$ cat config.mk
export PLATFORM = sky130hd
export DESIGN_NAME = instr_sequencer_flat
export DESIGN_NICKNAME = d
export VERILOG_FILES = /design/src/rtl/instr_sequencer_if.sv /design/src/rtl/instr_sequencer.sv /design/src/flat_wrapper.sv
export SDC_FILE = /design/constraint.sdc
export NUM_CORES = 1
export LEC_CHECK = 0
export BUFFER_PORTS_ARGS = -buffer_cell sky130_fd_sc_hd__clkbuf_2
export CAP_MARGIN = 15
export CORE_ASPECT_RATIO = 1.5
export CORE_MARGIN = 2
export CORE_UTILIZATION = 55
export DETAILED_ROUTE_END_ITERATION = 8
export HOLD_SLACK_MARGIN = 0.12
export PLACE_DENSITY_LB_ADDON = 0.15
export SYNTH_ARGS = -nofsm -noshare
export SYNTH_HDL_FRONTEND = slang
export SYNTH_SLANG_ARGS = --single-unit
$ cat constraint.sdc
create_clock -name clk -period 5.3 [get_ports clk]
set_input_delay 1.325 -clock clk [delete_from_list [all_inputs] [get_ports clk]]
set_output_delay 1.325 -clock clk [all_outputs]
set_load 0.01 [all_outputs]
$ cat src/rtl/instr_sequencer_if.sv
// Program-side bus between the loader/controller and instr_sequencer.
// Carries store writes, run control and the issued instruction stream.
interface instr_sequencer_if #(
  parameter int INSTR_WIDTH = 20,
  parameter int PC_BITS     = 5
);
  logic                   load_en;
  logic [PC_BITS-1:0]     load_addr;
  logic [INSTR_WIDTH-1:0] load_data;
  logic                   start;
  logic                   stop;
  logic [INSTR_WIDTH-1:0] instruction;
  logic                   instr_valid;
  logic [PC_BITS-1:0]     pc;
  logic                   busy;
  logic                   done;

  modport master (
    output load_en, load_addr, load_data, start, stop,
    input  instruction, instr_valid, pc, busy, done
  );

  modport slave (
    input  load_en, load_addr, load_data, start, stop,
    output instruction, instr_valid, pc, busy, done
  );
endinterface

$ cat src/rtl/instr_sequencer.sv
// Instruction store plus PC that issues each word to simple_cpu
// for a class-dependent number of cycles, stopping at an all-zero word.
module instr_sequencer #(
  parameter int INSTR_WIDTH = 20,
  parameter int PC_BITS     = 5,
  parameter int ALU_HOLD    = 3,
  parameter int MEM_HOLD    = 3
) (
  input logic              clk,
  input logic              rst,
  instr_sequencer_if.slave bus
);

  typedef enum logic [1:0] {
    IDLE,
    FETCH,
    ISSUE,
    DONE
  } state_t;

  localparam int                 DEPTH   = 2 ** PC_BITS;
  localparam logic [PC_BITS-1:0] PC_MAX  = '1;
  localparam logic [3:0]         ALU_CNT = 4'(ALU_HOLD - 1);
  localparam logic [3:0]         MEM_CNT = 4'(MEM_HOLD - 1);

  state_t                 state_q, state_d;
  logic [PC_BITS-1:0]     pc_q, pc_d;
  logic [INSTR_WIDTH-1:0] instr_q, instr_d;
  logic [3:0]             cnt_q, cnt_d;
  logic [3:0]             hold_cnt;
  logic [INSTR_WIDTH-1:0] word;
  logic [INSTR_WIDTH-1:0] mem [DEPTH];

  assign word = mem[pc_q];

  // Store write port, only open while idle
  always_ff @(posedge clk) begin
    if (bus.load_en && state_q == IDLE)
      mem[bus.load_addr] <= bus.load_data;
  end

  // Hold length (minus one) from the word's class bits
  always_comb begin
    hold_cnt = '0;
    unique case (word[INSTR_WIDTH-1:INSTR_WIDTH-2])
      2'b01:        hold_cnt = ALU_CNT;
      2'b10, 2'b11: hold_cnt = MEM_CNT;
      default:      hold_cnt = '0;
    endcase
  end

  // State, pc, issued word and hold counter registers
  always_ff @(posedge clk) begin
    if (rst) begin
      state_q <= IDLE;
      pc_q    <= '0;
      instr_q <= '0;
      cnt_q   <= '0;
    end else begin
      state_q <= state_d;
      pc_q    <= pc_d;
      instr_q <= instr_d;
      cnt_q   <= cnt_d;
    end
  end

  // Next-state: stop wins over counter expiry; HALT never reaches the bus
  always_comb begin
    state_d = state_q;
    pc_d    = pc_q;
    instr_d = instr_q;
    cnt_d   = cnt_q;
    unique case (state_q)
      IDLE: begin
        if (bus.start) begin
          pc_d    = '0;
          state_d = FETCH;
        end
      end
      FETCH: begin
        if (bus.stop) begin
          instr_d = '0;
          cnt_d   = '0;
          state_d = IDLE;
        end else if (word == '0) begin
          instr_d = '0;
          state_d = DONE;
        end else begin
          instr_d = word;
          cnt_d   = hold_cnt;
          state_d = ISSUE;
        end
      end
      ISSUE: begin
        if (bus.stop) begin
          instr_d = '0;
          cnt_d   = '0;
          state_d = IDLE;
        end else if (cnt_q != '0) begin
          cnt_d = cnt_q - 1'b1;
        end else if (pc_q == PC_MAX) begin
          instr_d = '0;
          state_d = DONE;
        end else begin
          pc_d    = pc_q + 1'b1;
          state_d = FETCH;
        end
      end
      DONE: begin
        state_d = IDLE;
      end
      default: begin
        state_d = IDLE;
      end
    endcase
  end

  assign bus.instruction = instr_q;
  assign bus.instr_valid = (state_q == ISSUE);
  assign bus.pc          = pc_q;
  assign bus.busy        = (state_q != IDLE);
  assign bus.done        = (state_q == DONE);

endmodule
$ cat src/flat_wrapper.sv
// flat-port wrapper written by rule: the top's interface ports become plain ports
module instr_sequencer_flat 
#(
  parameter int INSTR_WIDTH = 20,
  parameter int PC_BITS     = 5,
  parameter int ALU_HOLD    = 3,
  parameter int MEM_HOLD    = 3
)
  (clk, rst, bus_load_en, bus_load_addr, bus_load_data, bus_start, bus_stop, bus_instruction, bus_instr_valid, bus_pc, bus_busy, bus_done);
  instr_sequencer_if #(.INSTR_WIDTH(INSTR_WIDTH), .PC_BITS(PC_BITS)) bus_i ();
  input logic clk;
  input logic rst;
  input wire logic [$bits(bus_i.load_en)-1:0] bus_load_en;
  input wire logic [$bits(bus_i.load_addr)-1:0] bus_load_addr;
  input wire logic [$bits(bus_i.load_data)-1:0] bus_load_data;
  input wire logic [$bits(bus_i.start)-1:0] bus_start;
  input wire logic [$bits(bus_i.stop)-1:0] bus_stop;
  output wire logic [$bits(bus_i.instruction)-1:0] bus_instruction;
  output wire logic [$bits(bus_i.instr_valid)-1:0] bus_instr_valid;
  output wire logic [$bits(bus_i.pc)-1:0] bus_pc;
  output wire logic [$bits(bus_i.busy)-1:0] bus_busy;
  output wire logic [$bits(bus_i.done)-1:0] bus_done;
  assign bus_i.load_en = bus_load_en;
  assign bus_i.load_addr = bus_load_addr;
  assign bus_i.load_data = bus_load_data;
  assign bus_i.start = bus_start;
  assign bus_i.stop = bus_stop;
  assign bus_instruction = bus_i.instruction;
  assign bus_instr_valid = bus_i.instr_valid;
  assign bus_pc = bus_i.pc;
  assign bus_busy = bus_i.busy;
  assign bus_done = bus_i.done;
  instr_sequencer #(.INSTR_WIDTH(INSTR_WIDTH), .PC_BITS(PC_BITS), .ALU_HOLD(ALU_HOLD), .MEM_HOLD(MEM_HOLD)) u_core (.clk(clk), .rst(rst), .bus(bus_i));
endmodule
==> impl_metrics.yaml, run 1 <==
logic_synthesis:
  ys.flop_type: "edfxtp_1"
  async_flop_share: 0
  ys_warn_count: 0
  ys_seq_area_frac: 0.762
  synth_seq_cells: 676
  syn_area_mm2: 0.0262
  synth-simple-area-share: 0.0393
  synth_mux_area_frac: 0.139
  synthXorXnorAreaFrac: 0.000669
  syn_nets: 1466
  synth_compound_area_frac: 0.0427
  synth_top_family_by_area: "multiplexers"
  synth_cell_types: 44
  synth_edf_count: 640
  syn-instance-count: 1432
  postSynthAreaPerCell_um2: 18.3
  yosys.area_share.adder: 0.00191
die:
  coreArea_mm2: 0.0468
  die_x_um: 182
  start_util: 0.559
  rows: 97
  ioPinCount: 58
  die_h_um: 271
  dieArea_mm2: 0.0494
placement:
  placedCellCount: 2059
  dpl.hpwl_mm: 37.8
  gp_congestion: 0.898
  dp_slack_ns: 1.03
  placed_area_mm2: 0.0275
  portBuffers: 57
cts:
  clk_pin_slew_ns: 0.07
  cts_tree: "built"
  cts-root-buf: "clkbuf_16"
  htreeDepth: 2
  cts_hold_buf: 0
  cts_buffers: 57
  clk_path_buf_depth: 3
  cts_sinks: 676
  post_cts_resize_count: 0
  post-cts-setup-buffers: 0
  clkLatencyLatePin_ns: 0.60
sta:
  worst_slack_ns: 0.965
  hold_ws_ns: 0.483
  worst_slew_pin_slew_ns: 1.25
  maxSlewViolCount: 0
  hold_viol_final: 0
  post-route-period-util: 0.818
  slew_headroom: 0.165
  final.setup.tns_ns: 0
  rsz0062_at_grt: "no"
  finalSetupViolations: 0
  final.min_clock_period_ns: 4.33
  fin_skew_ns: 0.0144
  max_freq_ghz: 0.231
detailed_routing:
  ant_nets: 0
  dr.pass1.iters: 5
  via_per_inst: 6.42
  drtIter0Drc: 1409
  num_vias: 13900
  wl_mm: 67.1
  wl_per_cell_um: 31.0
  drc: 0
power_and_ir_drop:
  power_mw: 10.1
  ir_worst_vdd_v: 0.000338
  power_density_mw_per_mm2: 346
  power.leakage_nw: 8.79
grt:
  grt_start_max_net_pins: 80
  antenna_found_initial: 0
  grt_pass1_vias: 13800
  overflow: 0
  grtUsageTotal: 0.274
  grt_pass1_wl_mm: 95.5
worst_setup_path:
  cp-start-kind: "flop"
  endpoint_kind: "flop"
  crit_fanout: 36
  cp_data_required_time_ns: 5.81
  critPathArrivalTime_ns: 4.84
  path_class: "reg -> reg"
layout:
  drive_gt1_frac: 0.194
  nets: 1558
  areaGrowthSynthToFinish_pct: 11.9
  stdcell_count: 2164
  antenna_cells: 0
  nFillCells: 3290
  utilization: 0.625
  final_area_mm2: 0.0293
outcome:
  outcome: "finished clean"
run:
  maxCapViolations: 0
hold_path:
  hp-class: "reg -> reg"
==> kinds of logic (layout without fill, tap and decap cells) <==
group                    count (synthesis)  after routing
AO/OA/AOI/OAI                          160            160
XOR/XNOR                                 2              2
adder cells (fa/ha/maj)                  4              4
flip-flops                             676            676
AND/OR/NAND/NOR                        217            217
multiplexers                           291            291
buffers and inverters                   82            220
==> cells in the mapped netlist (4+ instances only) <==
master | count | share of area
a211oi_1 | 6 | 0.0017
a21oi_1 | 34 | 0.0065
a22oi_1 | 100 | 0.029
buf_1 | 10 | 0.0014
buf_2 | 25 | 0.0048
clkbuf_1 | 37 | 0.0053
dfxtp_1 | 36 | 0.028
edfxtp_1 | 640 | 0.73
ha_1 | 4 | 0.0019
inv_1 | 5 | 0.00072
mux2_2 | 10 | 0.0043
mux2i_1 | 223 | 0.085
mux4_2 | 58 | 0.050
nand2_1 | 39 | 0.0056
nand3_1 | 58 | 0.011
nand4_1 | 16 | 0.0038
nor2_1 | 68 | 0.0098
nor2b_1 | 7 | 0.0017
nor3_1 | 4 | 0.00076
nor4_1 | 5 | 0.0012
o21ai_0 | 4 | 0.00076
or3_1 | 4 | 0.00096
==> layer usage <==
layer	global-route usage	up-vias	wire, µm
met1	0.351	7202	24400
met4	0.0976	0	2400
met3	0.0361	127	5010
met5	0	-	0
li1	-	5955	-
met2	0.484	619	35300
==> critical path, cell delays in order (launching register included) <==
cell	delay, ns
dfxtp_4	0.78
and2_2	0.67
buf_4	0.50
a22oi_1	0.15
nand3_1	0.12
nand4_1	0.28
nor4_1	0.47
nand4_1	0.14
buf_4	0.18
o311a_1	0.36
or2_1	0.29
a311oi_2	0.23
==> area by class of cell <==
cell class | count | area [µm²] | share of cell area
Sequential cell | 676 | 19900 | 0.681
Multi-Input combinational cell | 674 | 6060 | 0.207
Clock buffer | 72 | 1500 | 0.0513
Timing Repair Buffer | 110 | 746 | 0.0255
Tap cell | 594 | 743 | 0.0254
Clock inverter | 33 | 260 | 0.00889
Inverter | 5 | 18.8 | 0.000641
==> sequential cells by signal, indices dropped and copies added, names as in the netlist, named ones only <==
| name | count |
|---|---|
| u_core.mem | 640 |
| u_core.bus.instruction | 20 |
| u_core.bus.pc | 5 |
| u_core.cnt_q | 4 |
| u_core.state_q | 2 |
==> path summary, 6_finish.rpt <==
kind,startpoint,to,slack (ns),cells past startpoint
worst max-delay path,flop,u_core.cnt_q[2],0.97,11
worst min-delay path,u_core.bus.instruction[6],u_core.bus.instruction[6],0.48,2
worst max register to register,flop,u_core.cnt_q[2],0.97,11
worst min register to register,u_core.bus.instruction[6],u_core.bus.instruction[6],0.48,2
==> cells in the final DEF (no fill, tap or decap), drive strengths merged, types with 2 or more instances in the layout <==
cell,n
a31oi,2
mux2,10
mux2i,223
dfxtp,36
nor2b,7
nor3,4
xor2,2
edfxtp,640
nand2b,3
nor2,68
a221oi,3
or3,4
clkinv,25
buf,53
nand2,39
a22oi,100
bufinv,4
nor4,5
nand3b,3
and3,2
a21oi,34
clkinvlp,3
o22ai,3
nand4,16
mux4,58
nand3,58
o21ai,4
a211oi,6
clkbuf,129
ha,4
inv,6
and2,3
o211ai,2
==> where the power goes <==
group          switching, mW  internal (mW)  leakage [nW]
Sequential            0.0142           5.88          6.06
Clock                   1.83           2.20         0.866
Combinational          0.165         0.0414          1.87
Total                   2.01           8.11          8.79
No activity file was read; power rests on OpenSTA's default activity.
==> inputs of run 2 (changes only) <==
==> constraint.sdc (replaced) <==
create_clock -name clk -period 3.8 [get_ports clk]
set_input_delay 0.95 -clock clk [delete_from_list [all_inputs] [get_ports clk]]
set_output_delay 0.95 -clock clk [all_outputs]
set_load 0.01 [all_outputs]
==> run 2 against run 1 <==
Clock power grew 46%. Global-route usage shrank 0.22 points. Sequential share of layout area shrank 1.6 points. Utilization grew 1.5 points. Flip-flop and latch count is the same. Design area grew 2.4%. Routed wire length shrank 0.60%. Worst setup slack lost 0.89 ns. Sequential power grew 40%. Critical path depth shrank 1.
==> impl_metrics.yaml, run 2 (synthesized netlist as in run 1, its figures left out) <==
cts:
  cts_sinks: 676
  clk_pin_slew_ns: 0.07
  cts_buffers: 59
  htreeDepth: 2
  clk_path_buf_depth: 3
  clkLatencyLatePin_ns: 0.61
  cts_tree: "built"
  cts-root-buf: "clkbuf_16"
die:
  die_h_um: 271
  rows: 97
  coreArea_mm2: 0.0468
  dieArea_mm2: 0.0494
  ioPinCount: 58
  die_x_um: 182
  start_util: 0.559
sta:
  max_freq_ghz: 0.268
  maxSlewViolCount: 0
  final.min_clock_period_ns: 3.73
  post-route-period-util: 0.980
  slew_headroom: 0.351
  final.setup.tns_ns: 0
  fin_skew_ns: 0.0169
  finalSetupViolations: 0
  hold_viol_final: 0
  hold_ws_ns: 0.472
  worst_slew_pin_slew_ns: 0.974
detailed_routing:
  ant_nets: 0
  dr.pass1.iters: 6
  drtIter0Drc: 1537
  wl_met3_mm: 4.21
  top_layer_used: "met4"
  wl_per_cell_um: 30.1
  num_vias: 14100
  drc: 0
  wl_mm: 66.7
  met1_length_mm: 24.4
  met2WireLength_mm: 35.6
  via_per_inst: 6.35
layout:
  final_cell_mix: "640 x edfxtp_1, 223 x mux2i_1, 100 x a22oi_1"
  drive_gt1_frac: 0.224
  antenna_cells: 0
  areaGrowthSynthToFinish_pct: 14.5
  final_common_cell: "edfxtp_1"
  nFillCells: 3245
  multi_input_area_mm2: 0.00606
  largest_reg_flops: 640
  ff_latch_area_mm2: 0.0199
  top_register: "u_core.mem"
  nets: 1607
grt:
  grt_pass1_vias: 14100
  grtUsageTotal: 0.272
  grt_pass1_wl_mm: 95.9
  overflow: 0
  antenna_found_initial: 0
  grt_start_max_net_pins: 65
placement:
  portBuffers: 57
  gp_congestion: 0.939
  dpl.hpwl_mm: 39.8
power_and_ir_drop:
  ir_worst_vdd_v: 0.000453
  power.leakage_nw: 9.15
  power_mw: 14.4
  power_density_mw_per_mm2: 480
worst_setup_path:
  max_stage_delay_ns: 0.49
  path_class: "reg -> reg"
  path_delay_family: "simple AND/OR/NAND/NOR gates"
  endpoint_kind: "flop"
  crit_buf_inv: 1
  cp_data_required_time_ns: 4.30
  timing.critical_path.slowest_stage_cell: "mux4_2"
  cp-start-kind: "flop"
  critPathArrivalTime_ns: 4.23
  crit_fanout: 9
  crit_chain: "buf_4 -> mux4_2 -> mux2_2 -> a21oi_1 -> nand3_1 -> nor4_1 -> nand4_1 -> o311a_1 -> or2_1 -> a311oi_2"
hold_path:
  hp-class: "reg -> reg"
outcome:
  outcome: "finished clean"
run:
  maxCapViolations: 0
-- run 2: changes by cell type in the layout (fill, tap and decap cells not counted), moves of 3 or more --
cell and change:
buf_12 +13, clkbuf_8 +4, buf_4 +32, clkinv_1 -6, clkbuf_16 +4, clkinvlp_4 +3, clkbuf_1 -3, inv_6 +3
-- run 2: stage by stage --
stage                util  instances  area [µm²]  setup slack (ns)
floorplan               -       1432       26200             0.423
global placement    0.597       2100       28000           -0.0215
detailed placement  0.597       2100       28000           -0.0778
CTS                 0.638       2209       29900            0.0309
global route        0.640       2214       30000           -0.0126
finish              0.640       2214       30000            0.0743
-- run 2: worst min-delay path, stage by stage, from the launching register on --
cell and delay [ns]:
dfxtp_1 0.31, nand2_1 0.06, a21oi_1 0.05
-- run 2: worst paths after layout --
kind | cells after the start | slack, ns | start | to
worst max-delay path | 10 | 0.07 | flop | u_core.cnt_q[2]
worst min-delay path | 2 | 0.47 | u_core.bus.instruction[7] | u_core.bus.instruction[7]
worst max register to register | 10 | 0.07 | flop | u_core.cnt_q[2]
worst min register to register | 2 | 0.47 | u_core.bus.instruction[7] | u_core.bus.instruction[7]
-- run 2: cell type report --
cell class                 count  area share
clock buffer                  77      0.0549
inverter                       5    0.000626
clock inverter                31     0.00873
sequential                   676       0.666
timing repair buffer         157      0.0430
tap                          594      0.0248
multi-input combinational    674       0.202
-- run 2: report_power, final --
part / switching [mW] / total (mW) / internal (mW) / leakage, nW
clock network: 2.60 / 5.86 / 3.26 / 0.929
registers: 0.0206 / 8.22 / 8.20 / 6.06
logic: 0.230 / 0.295 / 0.0648 / 2.16
-- run 2: per-layer routing --
| metal | vias up | track usage |
|---|---|---|
| met4 | 0 | 0.0985 |
| met5 | - | 0 |
| met2 | 615 | 0.490 |
| met1 | 7248 | 0.341 |
| met3 | 146 | 0.0318 |
| li1 | 6054 | - |
-- run 2: what timing repair did --
action                                  4_1_cts  5_1_grt
buffers inserted                              1        5
hold buffers                                  0        0
endpoints found under the setup margin        3        4
gates resized for setup                       0        0
==> inputs of run 3 (changes only) <==
--- a/config.mk
+++ b/config.mk
@@ -10,6 +10,7 @@
 export CORE_ASPECT_RATIO = 1.5
 export CORE_MARGIN = 2
 export CORE_UTILIZATION = 55
+export CTS_BUF_LIST = sky130_fd_sc_hd__clkbuf_8
 export DETAILED_ROUTE_END_ITERATION = 8
 export HOLD_SLACK_MARGIN = 0.12
 export PLACE_DENSITY_LB_ADDON = 0.15
==> run 3 against run 2 <==
Non-clock buffer count stayed put. Routed wire length is 0.48% higher. Flip-flop and latch count stayed put. First-iteration DRC count is 1.7% higher. Sequential power hardly changed. Clock power is 10% lower. Largest power group unchanged.
==> impl_metrics.yaml, run 3 (synthesized netlist as in run 1, its figures left out) <==
sta:
  finalSetupViolations: 0
  rsz0062_at_grt: "no"
  hold_viol_final: 0
  maxSlewViolCount: 0
  slew_headroom: 0.378
  final.setup.tns_ns: 0
  final.min_clock_period_ns: 3.65
  worst_slew_pin_slew_ns: 0.933
  worst_slack_ns: 0.150
  max_freq_ghz: 0.274
  fin_skew_ns: 0.0203
  post-route-period-util: 0.960
placement:
  placed_area_mm2: 0.0280
  dpl.hpwl_mm: 39.8
  placedCellCount: 2100
  portBuffers: 57
  gp_congestion: 0.939
  dp_slack_ns: -0.0778
cts:
  cts_tree: "built"
  cts_buffers: 93
  clk_pin_slew_ns: 0.07
  clkLatencyLatePin_ns: 0.66
  htreeDepth: 3
  cts_sinks: 676
  cts_hold_buf: 0
  cts-root-buf: "clkbuf_8"
  clk_path_buf_depth: 3
die:
  coreArea_mm2: 0.0468
  rows: 97
  start_util: 0.559
  ioPinCount: 58
  die_x_um: 182
  dieArea_mm2: 0.0494
  die_h_um: 271
grt:
  globalRoute.busiestLayer: "met2"
  grt_use_met3: 0.0389
  use_met1: 0.340
  grt_pass1_vias: 14400
  antenna_found_initial: 1
  overflow: 0
  grt_pass1_wl_mm: 96.5
  grtUsageTotal: 0.275
  grt_start_max_net_pins: 65
  grtUsageMet2: 0.494
worst_setup_path:
  r2r_slack_ns: 0.15
  path_class: "reg -> reg"
  cp-start-kind: "flop"
  crit_buf_inv: 1
  crit_chain: "buf_4 -> mux4_2 -> mux4_2 -> mux2_2 -> nor4_2 -> nand4_1 -> o311a_1 -> or2_1 -> a311oi_2"
  max_stage_delay_ns: 0.55
  timing.critical_path.slowest_stage_cell: "mux4_2"
  path_delay_family: "multiplexers"
  cp_data_required_time_ns: 4.37
  cpMostUsedCell: "mux4_2"
  critPathArrivalTime_ns: 4.22
  crit_fanout: 9
  endpoint_kind: "flop"
detailed_routing:
  wl_per_cell_um: 29.4
  drtIter0Drc: 1563
  wl_mm: 67.0
  ant_nets: 0
  drc: 0
  dr.pass1.iters: 6
  via_per_inst: 6.31
  num_vias: 14400
layout:
  final_area_mm2: 0.0298
  nFillCells: 3290
  largest_reg_flops: 640
  top_register: "u_core.mem"
  stdcell_count: 2276
  drive_gt1_frac: 0.238
  areaGrowthSynthToFinish_pct: 14.0
  nets: 1641
  final_common_cell: "edfxtp_1"
  final_cell_mix: "640 x edfxtp_1, 223 x mux2i_1, 104 x clkbuf_8"
hold_path:
  hp-class: "reg -> reg"
power_and_ir_drop:
  power.leakage_nw: 9.22
  ir_worst_vdd_v: 0.000365
  power_density_mw_per_mm2: 462
run:
  maxCapViolations: 0
outcome:
  outcome: "finished clean"
run 3: repair_timing:
item | in CTS | in global routing
endpoints found under the hold margin | 0 | 0
endpoints found under the setup margin | 3 | 4
setup buffers | 1 | 5
resized for setup | 0 | 2
run 3: worst paths after layout:
path	end	from	cells past startpoint
setup reg to reg	u_core.cnt_q[2]	flop	9
hold / removal	u_core.bus.instruction[7]	u_core.bus.instruction[7]	2
setup / recovery	u_core.cnt_q[2]	flop	9
hold reg to reg	u_core.bus.instruction[7]	u_core.bus.instruction[7]	2
run 3: cell type report:
cell class	count	area, µm²	area share
antenna	1	2.50	0.0000839
clock inverter	65	340	0.0114
sequential	676	19900	0.669
multi-input combinational	674	6070	0.203
timing repair buffer	157	1280	0.0429
inverter	5	18.8	0.000629
clock buffer	104	1430	0.0480
tap	594	743	0.0249
run 3: worst min-delay path, cell delays in order (launching register included):
cell and delay, ns:
dfxtp_1 0.31, nand2_1 0.06, a21oi_1 0.05
run 3: report_power, final:
| group | leakage [nW] | switching, mW | internal (mW) |
|---|---|---|---|
| Combinational | 2.16 | 0.229 | 0.0648 |
| Sequential | 6.06 | 0.0206 | 8.20 |
| Clock | 1.01 | 2.61 | 2.65 |
run 3: metrics by stage:
step	power [mW]	utilization	hold slack, ns
floorplan	8.47	-	0.481
global placement	8.66	0.597	0.451
detailed placement	8.67	0.597	0.461
CTS	13.9	0.636	0.471
global route	14.2	0.637	0.493
finish	13.8	0.637	0.469
run 3: per-layer routing:
layer / vias to the layer above / routed length [µm]
li1: 6140 / -
met1: 7415 / 24200
met2: 658 / 35700
met3: 139 / 4810
met4: 0 / 2280
met5: - / 0
